$ cat src/rtl/dmem_port_ctrl.sv
// Data-memory port controller: converts the MEM-stage level request into a req/ack
// handshake with a variable-latency word RAM, stalling the pipeline while outstanding.
module dmem_port_ctrl #(
    parameter int unsigned RAM_AW   = 30,
    parameter int unsigned TIMEOUT  = 16,
    parameter logic [31:0] ERR_DATA = 32'hDEAD_BEEF
) (
    input  logic              clk,
    input  logic              rst_n,
    input  logic              cpu_ren,
    input  logic              cpu_wen,
    input  logic [31:0]       cpu_addr,
    input  logic [31:0]       cpu_wdata,
    output logic [31:0]       cpu_rdata,
    output logic              cpu_stall,
    output logic              addr_err,
    output logic              bus_err,
    output logic              ram_req,
    output logic              ram_we,
    output logic [RAM_AW-1:0] ram_addr,
    output logic [31:0]       ram_wdata,
    input  logic              ram_ack,
    input  logic [31:0]       ram_rdata
);

    // state | meaning
    // IDLE  | waiting for a MEM-stage request; aligned request is latched and launched
    // REQ   | ram_req held until ram_ack or timeout
    // DONE  | one stall-free cycle so the pipeline advances; request on cpu_* is not relaunched
    typedef enum logic [1:0] {
        S_IDLE = 2'd0,
        S_REQ  = 2'd1,
        S_DONE = 2'd2
    } state_t;

    localparam int unsigned    CW       = $clog2(TIMEOUT);
    localparam logic [CW-1:0]  CNT_LAST = CW'(TIMEOUT - 1);

    state_t              state_q, state_d;
    logic [CW-1:0]       cnt_q, cnt_d;
    logic                req_q, req_d;
    logic                we_q, we_d;
    logic [RAM_AW-1:0]   addr_q, addr_d;
    logic [31:0]         wdata_q, wdata_d;
    logic [31:0]         rdata_q, rdata_d;
    logic                aerr_q, aerr_d;
    logic                berr_q, berr_d;

    logic cpu_req;
    logic aligned;
    logic accept;
    logic cnt_last;

    assign cpu_req  = cpu_ren | cpu_wen;
    assign aligned  = (cpu_addr[1:0] == 2'b00);
    assign accept   = (state_q == S_IDLE) && cpu_req && aligned;
    assign cnt_last = (cnt_q == CNT_LAST);

    always_ff @(posedge clk or negedge rst_n) begin
        if (!rst_n) begin
            state_q <= S_IDLE;
        end else begin
            state_q <= state_d;
        end
    end

    always_comb begin
        state_d = state_q;
        case (state_q)
            S_IDLE:  if (accept) state_d = S_REQ;
            S_REQ:   if (ram_ack || cnt_last) state_d = S_DONE;
            S_DONE:  state_d = S_IDLE;
            default: state_d = S_IDLE;
        endcase
    end

    always_comb begin
        cpu_stall = accept || (state_q == S_REQ);
        cnt_d     = cnt_q;
        req_d     = req_q;
        we_d      = we_q;
        addr_d    = addr_q;
        wdata_d   = wdata_q;
        rdata_d   = rdata_q;
        aerr_d    = 1'b0;
        berr_d    = 1'b0;
        case (state_q)
            S_IDLE: begin
                if (cpu_req && !aligned) aerr_d = 1'b1;
                if (accept) begin
                    req_d   = 1'b1;
                    we_d    = cpu_wen;
                    addr_d  = cpu_addr[RAM_AW+1:2];
                    wdata_d = cpu_wdata;
                    cnt_d   = '0;
                end
            end
            S_REQ: begin
                cnt_d = cnt_q + 1'b1;
                // an ack arriving on the last allowed cycle still counts as success
                if (ram_ack) begin
                    req_d = 1'b0;
                    if (!we_q) rdata_d = ram_rdata;
                end else if (cnt_last) begin
                    req_d  = 1'b0;
                    berr_d = 1'b1;
                    if (!we_q) rdata_d = ERR_DATA;
                end
            end
            default: ;
        endcase
    end

    always_ff @(posedge clk or negedge rst_n) begin
        if (!rst_n) begin
            cnt_q   <= '0;
            req_q   <= 1'b0;
            we_q    <= 1'b0;
            addr_q  <= '0;
            wdata_q <= '0;
            rdata_q <= '0;
            aerr_q  <= 1'b0;
            berr_q  <= 1'b0;
        end else begin
            cnt_q   <= cnt_d;
            req_q   <= req_d;
            we_q    <= we_d;
            addr_q  <= addr_d;
            wdata_q <= wdata_d;
            rdata_q <= rdata_d;
            aerr_q  <= aerr_d;
            berr_q  <= berr_d;
        end
    end

    assign ram_req   = req_q;
    assign ram_we    = we_q;
    assign ram_addr  = addr_q;
    assign ram_wdata = wdata_q;
    assign cpu_rdata = rdata_q;
    assign addr_err  = aerr_q;
    assign bus_err   = berr_q;

endmodule

$ cat config.mk
export PLATFORM = sky130hd
export DESIGN_NAME = dmem_port_ctrl
export DESIGN_NICKNAME = d
export VERILOG_FILES = /design/src/rtl/dmem_port_ctrl.sv
export SDC_FILE = /design/constraint.sdc
export NUM_CORES = 1
export LEC_CHECK = 0
export ABC_AREA = 1
export BUFFER_PORTS_ARGS = -buffer_cell sky130_fd_sc_hd__buf_4
export CORE_ASPECT_RATIO = 0.7
export CORE_MARGIN = 4
export CORE_UTILIZATION = 30
export DETAILED_ROUTE_END_ITERATION = 6
export HOLD_SLACK_MARGIN = 0.03
export PLACE_DENSITY = 0.62
export SETUP_SLACK_MARGIN = 0.2
export SYNTH_ARGS = -nofsm -noshare
export SYNTH_HDL_FRONTEND = slang
export SYNTH_SLANG_ARGS = --single-unit
$ cat constraint.sdc
create_clock -name clk -period 1.59 [get_ports clk]
set_input_delay 0.159 -clock clk [delete_from_list [all_inputs] [get_ports clk]]
set_output_delay 0.159 -clock clk [all_outputs]
set_load 0.05 [all_outputs]
==> results of run 1 <==
## critical path, stage by stage (launching register included)
cell	delay (ns)
dfrtp_1	0.41
nor2_4	0.14
nand3_4	0.09
buf_6	0.13
nand2_4	0.05
buf_8	0.14
## what timing repair did
item	CTS	global route
endpoints found under the hold margin	104	0
cloned	3	2
pin swaps	5	2
buffers inserted	7	3
resized for setup	15	19
setup endpoints to repair	33	82
hold buffers	1	0
## cell families (layout without fill, tap and decap cells)
logic type | after synthesis | count (layout) | synth area share [%]
flops | 104 | 104 | 58.1
buf+inv | 124 | 332 | 12.8
fa+ha+maj | 1 | 1 | 0.279
simple gates | 215 | 218 | 21.4
compound gates | 64 | 64 | 7.40
## through the flow
| step | setup slack [ns] | cells |
|---|---|---|
| after floorplan | 0.260 | 508 |
| after global placement | 0.154 | 882 |
| after detailed placement | 0.0714 | 882 |
| after CTS | 0.107 | 909 |
| after global routing | 0.0682 | 914 |
| final | 0.129 | 914 |
## final cells by class
type	count	area share, %
well taps	195	3.66
clock inverters	6	1.13
multi-input cells	283	20.7
clock buffers	10	3.59
flip-flops and latches	104	39.1
inverters	94	5.33
repair buffers	222	26.5
## power by group through the flow
stage	Clock [mW]	Sequential, mW	Combinational, mW
6_report	2.29	4.08	6.07
5_1_grt	2.49	4.19	6.43
4_1_cts	2.36	4.09	6.05
3_5_place_dp	0	4.12	5.94
3_3_place_gp	0	4.10	5.86
2_1_floorplan	0	6.98	1.02
## placed cells by master, fill, tap and decap left out, types with 5 or more instances in the layout
cell type and n:
buf_4 211, nand2_1 163, dfrtp_1 104, inv_1 92, nand4_1 33, o21ai_1 31
o21ai_0 30, clkbuf_16 10, nand3_1 7, nand3_4 5
## routing by layer
metal  global-route usage, %  vias to the layer above  share of wire [%]
met5                       0                        -                  0
met4                    2.65                        0               0.48
met3                    3.98                       10                6.8
met2                    22.2                      126                 46
met1                    19.3                     1861                 47
li1                        -                     1988                  -
## state kept, by name, indices dropped and copies added, names as in the netlist, 2 cells and up
register   cells
cpu_rdata     32
ram_addr      30
ram_wdata     32
cnt_q          4
state_q        2
## worst max-delay path by stage
| stage | slack (ns) | endpoint |
|---|---|---|
| detailed placement | 0.07 | cpu_rdata[12] |
| finish | 0.13 | cpu_stall |
| global placement | 0.15 | cpu_rdata[6] |
| CTS | 0.11 | cpu_stall |
| global route | 0.07 | cpu_stall |
| floorplan | 0.26 | cpu_rdata[10] |
==> results.rst, run 1 <==
.. list-table::
   :header-rows: 1

   * - Metric
     - Value
   * - Status
     - complete, no violations
   * - Number of nets in the final layout
     - 816
   * - All-Layer GR Usage
     - 14.0%
   * - Critical R2R Launch
     - state_q[0]
   * - Post-synth cell types
     - 23
   * - Largest clock skew in the final design
     - 0.00907 ns
   * - Number of flops mapped to enable cells by yosys
     - 0
   * - Capture endpoint of the worst hold path
     - ram_wdata[14]
   * - Fraction of synthesized cell area taken by the top area cell type
     - 58.1%
   * - Final number of setup-violating endpoints
     - 0
   * - Worst slack on hold paths
     - 0.0575 ns
   * - P&R area growth vs syn
     - 48.7%
   * - # IOs
     - 200
   * - Area taken by flip-flops and latches
     - 2600 sq um
   * - Combined area of all synthesized cells
     - 4480 sq um
   * - Antenna viol nets, final
     - 0
   * - Pin count of the biggest net entering global routing
     - 101
   * - Share of layout cells above drive strength 1
     - 35.5%
   * - Slew Limit Headroom
     - 73.5%
   * - Clock sink total
     - 104
   * - Final max-slew violation count
     - 0
   * - Antenna cell count
     - 0
   * - Aggregate routed wire length
     - 12.6 mm
   * - Root Buffer Master
     - clkbuf_16
   * - Required time reported for the critical path endpoint
     - 1.43 ns
   * - Share of power burned in registers
     - 32.8%
   * - Worst setup path class
     - reg2out
   * - Total net switching power
     - 5.85 mW
   * - Syn Nets
     - 610
   * - Die outline area
     - 17000 sq um
   * - Core Rows
     - 37
   * - Register area share after synthesis
     - 58.1%
   * - Iter 0 DRT Violations
     - 232
   * - Ys async rst share
     - 100%
   * - Power Total
     - 12.4 mW
   * - Final cycle utilization of the critical path
     - 91.9%
   * - Number of standard cells after synthesis
     - 508
   * - Most used flip-flop cell after synthesis
     - dfrtp_1
   * - Area post-placement
     - 6110 sq um
   * - Kind of launch point of the worst setup path
     - flip-flop
   * - Crit. End Element
     - primary output
   * - Most frequent cell after synthesis
     - nand2_1
   * - Worst r2r dst
     - cpu_rdata[11]
   * - Combinational group share of total power
     - 48.8%
   * - Synthesized area per cell
     - 8.82 sq um
   * - Final weighted congestion in routability-driven placement
     - 0.783
   * - Grt total ovfl
     - 0
   * - Power density of the placed cells
     - 1870 nW/um^2
   * - Final number of hold-violating endpoints
     - 0
   * - Peak supply drop
     - 723 uV
   * - Clk pin slew, worst setup/hold paths
     - 0.07 ns
   * - Minimum clock period after layout
     - 1.46 ns
   * - Initial core utilization
     - 30.5%
   * - Fraction of power consumed by the clock network
     - 18.4%
   * - DP HPWL
     - 8.81 mm
   * - Actual transition at the worst max-transition pin
     - 0.398 ns
   * - Initial antenna violation count
     - 0
   * - Switch share
     - 47.0%
   * - CTS tree
     - built
   * - Number of global-route vias before repair
     - 3807
   * - Startpoint of the most critical setup path
     - state_q[0]
   * - Wire length of the first global-routing pass
     - 19.2 mm
   * - Area leader, netlist
     - dfrtp_1
   * - Max Fclk
     - 685 MHz
   * - CTS H-Tree Depth
     - 3
   * - Worst Hold Class
     - in2reg
   * - Reg2reg path depth
     - 7
   * - Lkg Pwr
     - 3.73 nW
   * - Total of flip-flops plus latches after synthesis
     - 104
   * - Worst EP arrival
     - 1.30 ns
   * - RSZ-0062 raised after global routing
     - true
   * - Via/cell ratio
     - 4.36
   * - Filler Cell Count
     - 1459
   * - Internal power contribution
     - 6.59 mW
   * - Hold Path Stages
     - 3
   * - HP Start
     - cpu_wdata[14]
   * - Sum Neg Setup Slack
     - 0 ns
   * - Floorplan core area
     - 14700 sq um
   * - MaxCap Viol Count
     - 0
   * - Clk buf depth
     - 2
   * - Top cells by area in the synthesized netlist
     - dfrtp_1 (58%), nand2_1 (14%), inv_1 (7.7%), o21ai_0 (5.3%), nand4_1 (4.6%)
   * - CP max FO
     - 2
   * - Top cells by instance count after synthesis
     - nand2_1 (164), dfrtp_1 (104), inv_1 (92)
   * - Post-DR wirelength/cell
     - 13.7 um
   * - Height of the die
     - 110 um
   * - First-pass DRT Iterations
     - 4
   * - Inserted Clock Buffers
     - 9
   * - Count of vias placed by the detailed router
     - 3985
   * - Final std cell area, no fill
     - 6660 sq um
   * - DIE WIDTH
     - 154 um
   * - Remaining routing DRC violations
     - 0
   * - Post-route core utilization
     - 45.4%
   * - Flop2flop setup slack
     - 0.21 ns
   * - Port buffer count
     - 199
   * - Number of synthesis warnings
     - 0
   * - Total area of multi-input combinational cells
     - 1380 sq um
   * - Clk Latency, worst-skew pair
     - 0.34 ns
Note: power is estimated with default switching activity, not from simulation.
==> run 2, diff against run 1 <==
- CORE_UTILIZATION: 30 -> 47
- PLACE_DENSITY: 0.62 -> 0.87
==> run 2 against run 1 <==
  * Hold slack improved by 0.0078 ns
  * Count of clock-buffer cells in the layout did not move
  * Largest cell class unchanged
  * Non-clock buffer count fell by 2
  * Final cell count fell by 8.0%
  * Routed wire length fell by 0.60%
  * Register-to-register slack got worse by 0.06 ns
  * Clock power rose by 2%
  * Flip-flop and latch count did not move
==> results.rst, run 2 (synthesis gave the netlist of run 1 again) <==
.. list-table::
   :header-rows: 1

   * - Metric
     - Value
   * - Worst EP arrival
     - 1.31 ns (about the same)
   * - All-Layer GR Usage
     - 21.6% (+7.6 points)
   * - Final WS setup
     - 0.120 ns (-0.00919 ns)
   * - Clk buf depth
     - 2 (unchanged)
   * - Number of nets in the final layout
     - 814 (-0.25%)
   * - Lkg Pwr
     - 3.71 nW (-0.58%)
   * - Antenna cell count
     - 0 (unchanged)
   * - Wire length of the first global-routing pass
     - 19.4 mm (+0.97%)
   * - CTS H-Tree Depth
     - 3 (unchanged)
   * - Post-route core utilization
     - 71.3% (+26 points)
   * - Max Fclk
     - 680 MHz (-0.63%)
   * - Height of the die
     - 89.7 um (-19%)
   * - Remaining routing DRC violations
     - 0 (unchanged)
   * - Clk Latency, worst-skew pair
     - 0.34 ns (about the same)
   * - Peak supply drop
     - 1230 uV (+70%)
   * - Hold Path Stages
     - 3 (unchanged)
   * - Flop2flop setup slack
     - 0.15 ns (-0.06 ns)
   * - Top library cells by usage in the layout, fill and taps aside
     - buf_4 (211), nand2_1 (163), dfrtp_1 (104)
   * - Critical R2R Launch
     - state_q[1]
   * - Share of layout cells above drive strength 1
     - 35.3% (-0.18 points)
   * - RSZ-0062 raised after global routing
     - true
   * - Final number of hold-violating endpoints
     - 0 (unchanged)
   * - CTS tree
     - built
   * - Worst setup path class
     - reg2out
   * - First-pass DRT Iterations
     - 5 (+1)
   * - Largest clock skew in the final design
     - 0.00768 ns (-0.00139 ns)
   * - Sum Neg Setup Slack
     - 0 ns (unchanged)
   * - Port buffer count
     - 199 (unchanged)
   * - Area post-placement
     - 6000 sq um (-1.8%)
   * - Minimum clock period after layout
     - 1.47 ns (+0.00919 ns)
   * - P&R area growth vs syn
     - 46.1%
   * - Pin count of the biggest net entering global routing
     - 105 (+4.0%)
   * - Clk pin slew, worst setup/hold paths
     - 0.07 ns (about the same)
   * - # IOs
     - 200 (unchanged)
   * - Count of vias placed by the detailed router
     - 4129 (+3.6%)
   * - Die outline area
     - 11200 sq um (-34%)
   * - Final max-slew violation count
     - 0 (unchanged)
   * - Worst Hold Class
     - in2reg
   * - Status
     - complete, no violations
   * - Post-DR wirelength/cell
     - 14.9 um (+8.0%)
   * - Initial antenna violation count
     - 0 (unchanged)
   * - DIE WIDTH
     - 125 um (-19%)
   * - Final number of setup-violating endpoints
     - 0 (unchanged)
   * - Inserted Clock Buffers
     - 9 (unchanged)
   * - Final cycle utilization of the critical path
     - 92.5% (+0.58 points)
   * - Most common cell after layout, fill and taps aside
     - buf_4
   * - DP HPWL
     - 8.47 mm (-3.9%)
   * - Crit. End Element
     - primary output
   * - Reg2reg path depth
     - 7 (unchanged)
   * - Filler Cell Count
     - 680 (-53%)
   * - MaxCap Viol Count
     - 0 (unchanged)
   * - Antenna viol nets, final
     - 0 (unchanged)
   * - DP Cell Count
     - 810 (-8.2%)
   * - Grt total ovfl
     - 0 (unchanged)
   * - Number of global-route vias before repair
     - 3961 (+4.0%)
   * - Via/cell ratio
     - 4.91 (+13%)
   * - Root Buffer Master
     - clkbuf_16
   * - Total area of multi-input combinational cells
     - 1390 sq um (+0.54%)
   * - Clock sink total
     - 104 (unchanged)
   * - Non-filler cells in the finished layout
     - 841 (-8.0%)
   * - Floorplan core area
     - 9180 sq um (-37%)
   * - Pre-CTS setup slack
     - 0.0555 ns (-0.0159 ns)
   * - Power density of the placed cells
     - 1920 nW/um^2 (+3.0%)
   * - Kind of launch point of the worst setup path
     - flip-flop
   * - Aggregate routed wire length
     - 12.5 mm (-0.60%)
   * - Worst r2r dst
     - ram_req
   * - Area taken by flip-flops and latches
     - 2600 sq um (unchanged)
   * - Final std cell area, no fill
     - 6540 sq um (-1.8%)
   * - Capture endpoint of the worst hold path
     - ram_wdata[24]
   * - Core Rows
     - 29 (-22%)
   * - Iter 0 DRT Violations
     - 291 (+25%)
   * - CP max FO
     - 2 (unchanged)
   * - HP Start
     - cpu_wdata[24]
   * - Final weighted congestion in routability-driven placement
     - 0.828 (+5.8%)
   * - Actual transition at the worst max-transition pin
     - 0.542 ns (+0.144 ns)
   * - Required time reported for the critical path endpoint
     - 1.43 ns (about the same)
   * - Slew Limit Headroom
     - 63.9% (-9.6 points)
   * - Initial core utilization
     - 48.8% (+18 points)
run 2: cell count changes in the layout (fill, tap and decap cells not counted), moves of 2 or more:
| cell | previous run | this run |
|---|---|---|
| clkinv_4 | 2 | 0 |
| buf_6 | 4 | 2 |
| o21ai_1 | 31 | 15 |
| buf_8 | 1 | 3 |
| o21ai_0 | 30 | 46 |
run 2: critical path, stage by stage (launching register included):
cell and delay [ns]:
dfrtp_1 0.43, buf_6 0.14, nor2_4 0.15, inv_4 0.06
nand2_4 0.06, buf_8 0.14
run 2: final cells by class:
cell class              instances  share of cell area [%]
well taps                     124                    2.37
clock inverters                 6                    1.38
flip-flops and latches        104                    39.8
repair buffers                220                    26.3
clock buffers                  10                    3.50
multi-input cells             283                    21.2
inverters                      94                    5.49
run 2: timing repair:
action,in CTS,in global routing
cloned,3,0
hold buffers,1,0
pin swaps,5,2
resized for setup,13,6
endpoints found under the hold margin,104,0
buffers inserted,4,7
endpoints found under the setup margin,33,40
run 2: metrics by stage:
step,hold WS [ns],power [mW]
floorplan,-0.137,8.00
global placement,0.257,9.89
CTS,0.0478,12.6
finish,0.0653,12.6
detailed placement,0.268,10.1
global route,0.0601,13.2
run 2: worst max-delay path by stage:
| stage | startpoint | to | depth (start not counted) |
|---|---|---|---|
| finish | state_q[1] | cpu_stall | 5 |
| global route | state_q[1] | cpu_stall | 5 |
| CTS | state_q[1] | cpu_stall | 4 |
| detailed placement | cnt_q[0] | cpu_rdata[1] | 6 |
| global placement | cnt_q[0] | cpu_rdata[5] | 6 |
| floorplan | ram_we | cpu_rdata[10] | 4 |
run 2: report_power, final:
group | internal, mW | switching (mW) | total, mW | leakage (nW)
sequential | 3.52 | 0.580 | 4.10 | 1.29
clock | 1.39 | 0.948 | 2.34 | 0.153
combinational | 1.80 | 4.35 | 6.15 | 2.26
run 2: routing by layer:
layer	up-vias	global-route usage (%)	part of all wire (%)
met1	1947	28.0	42
li1	1978	-	-
met3	21	5.50	6.9
met5	-	0	0
met4	0	7.16	1.6
met2	183	36.4	50
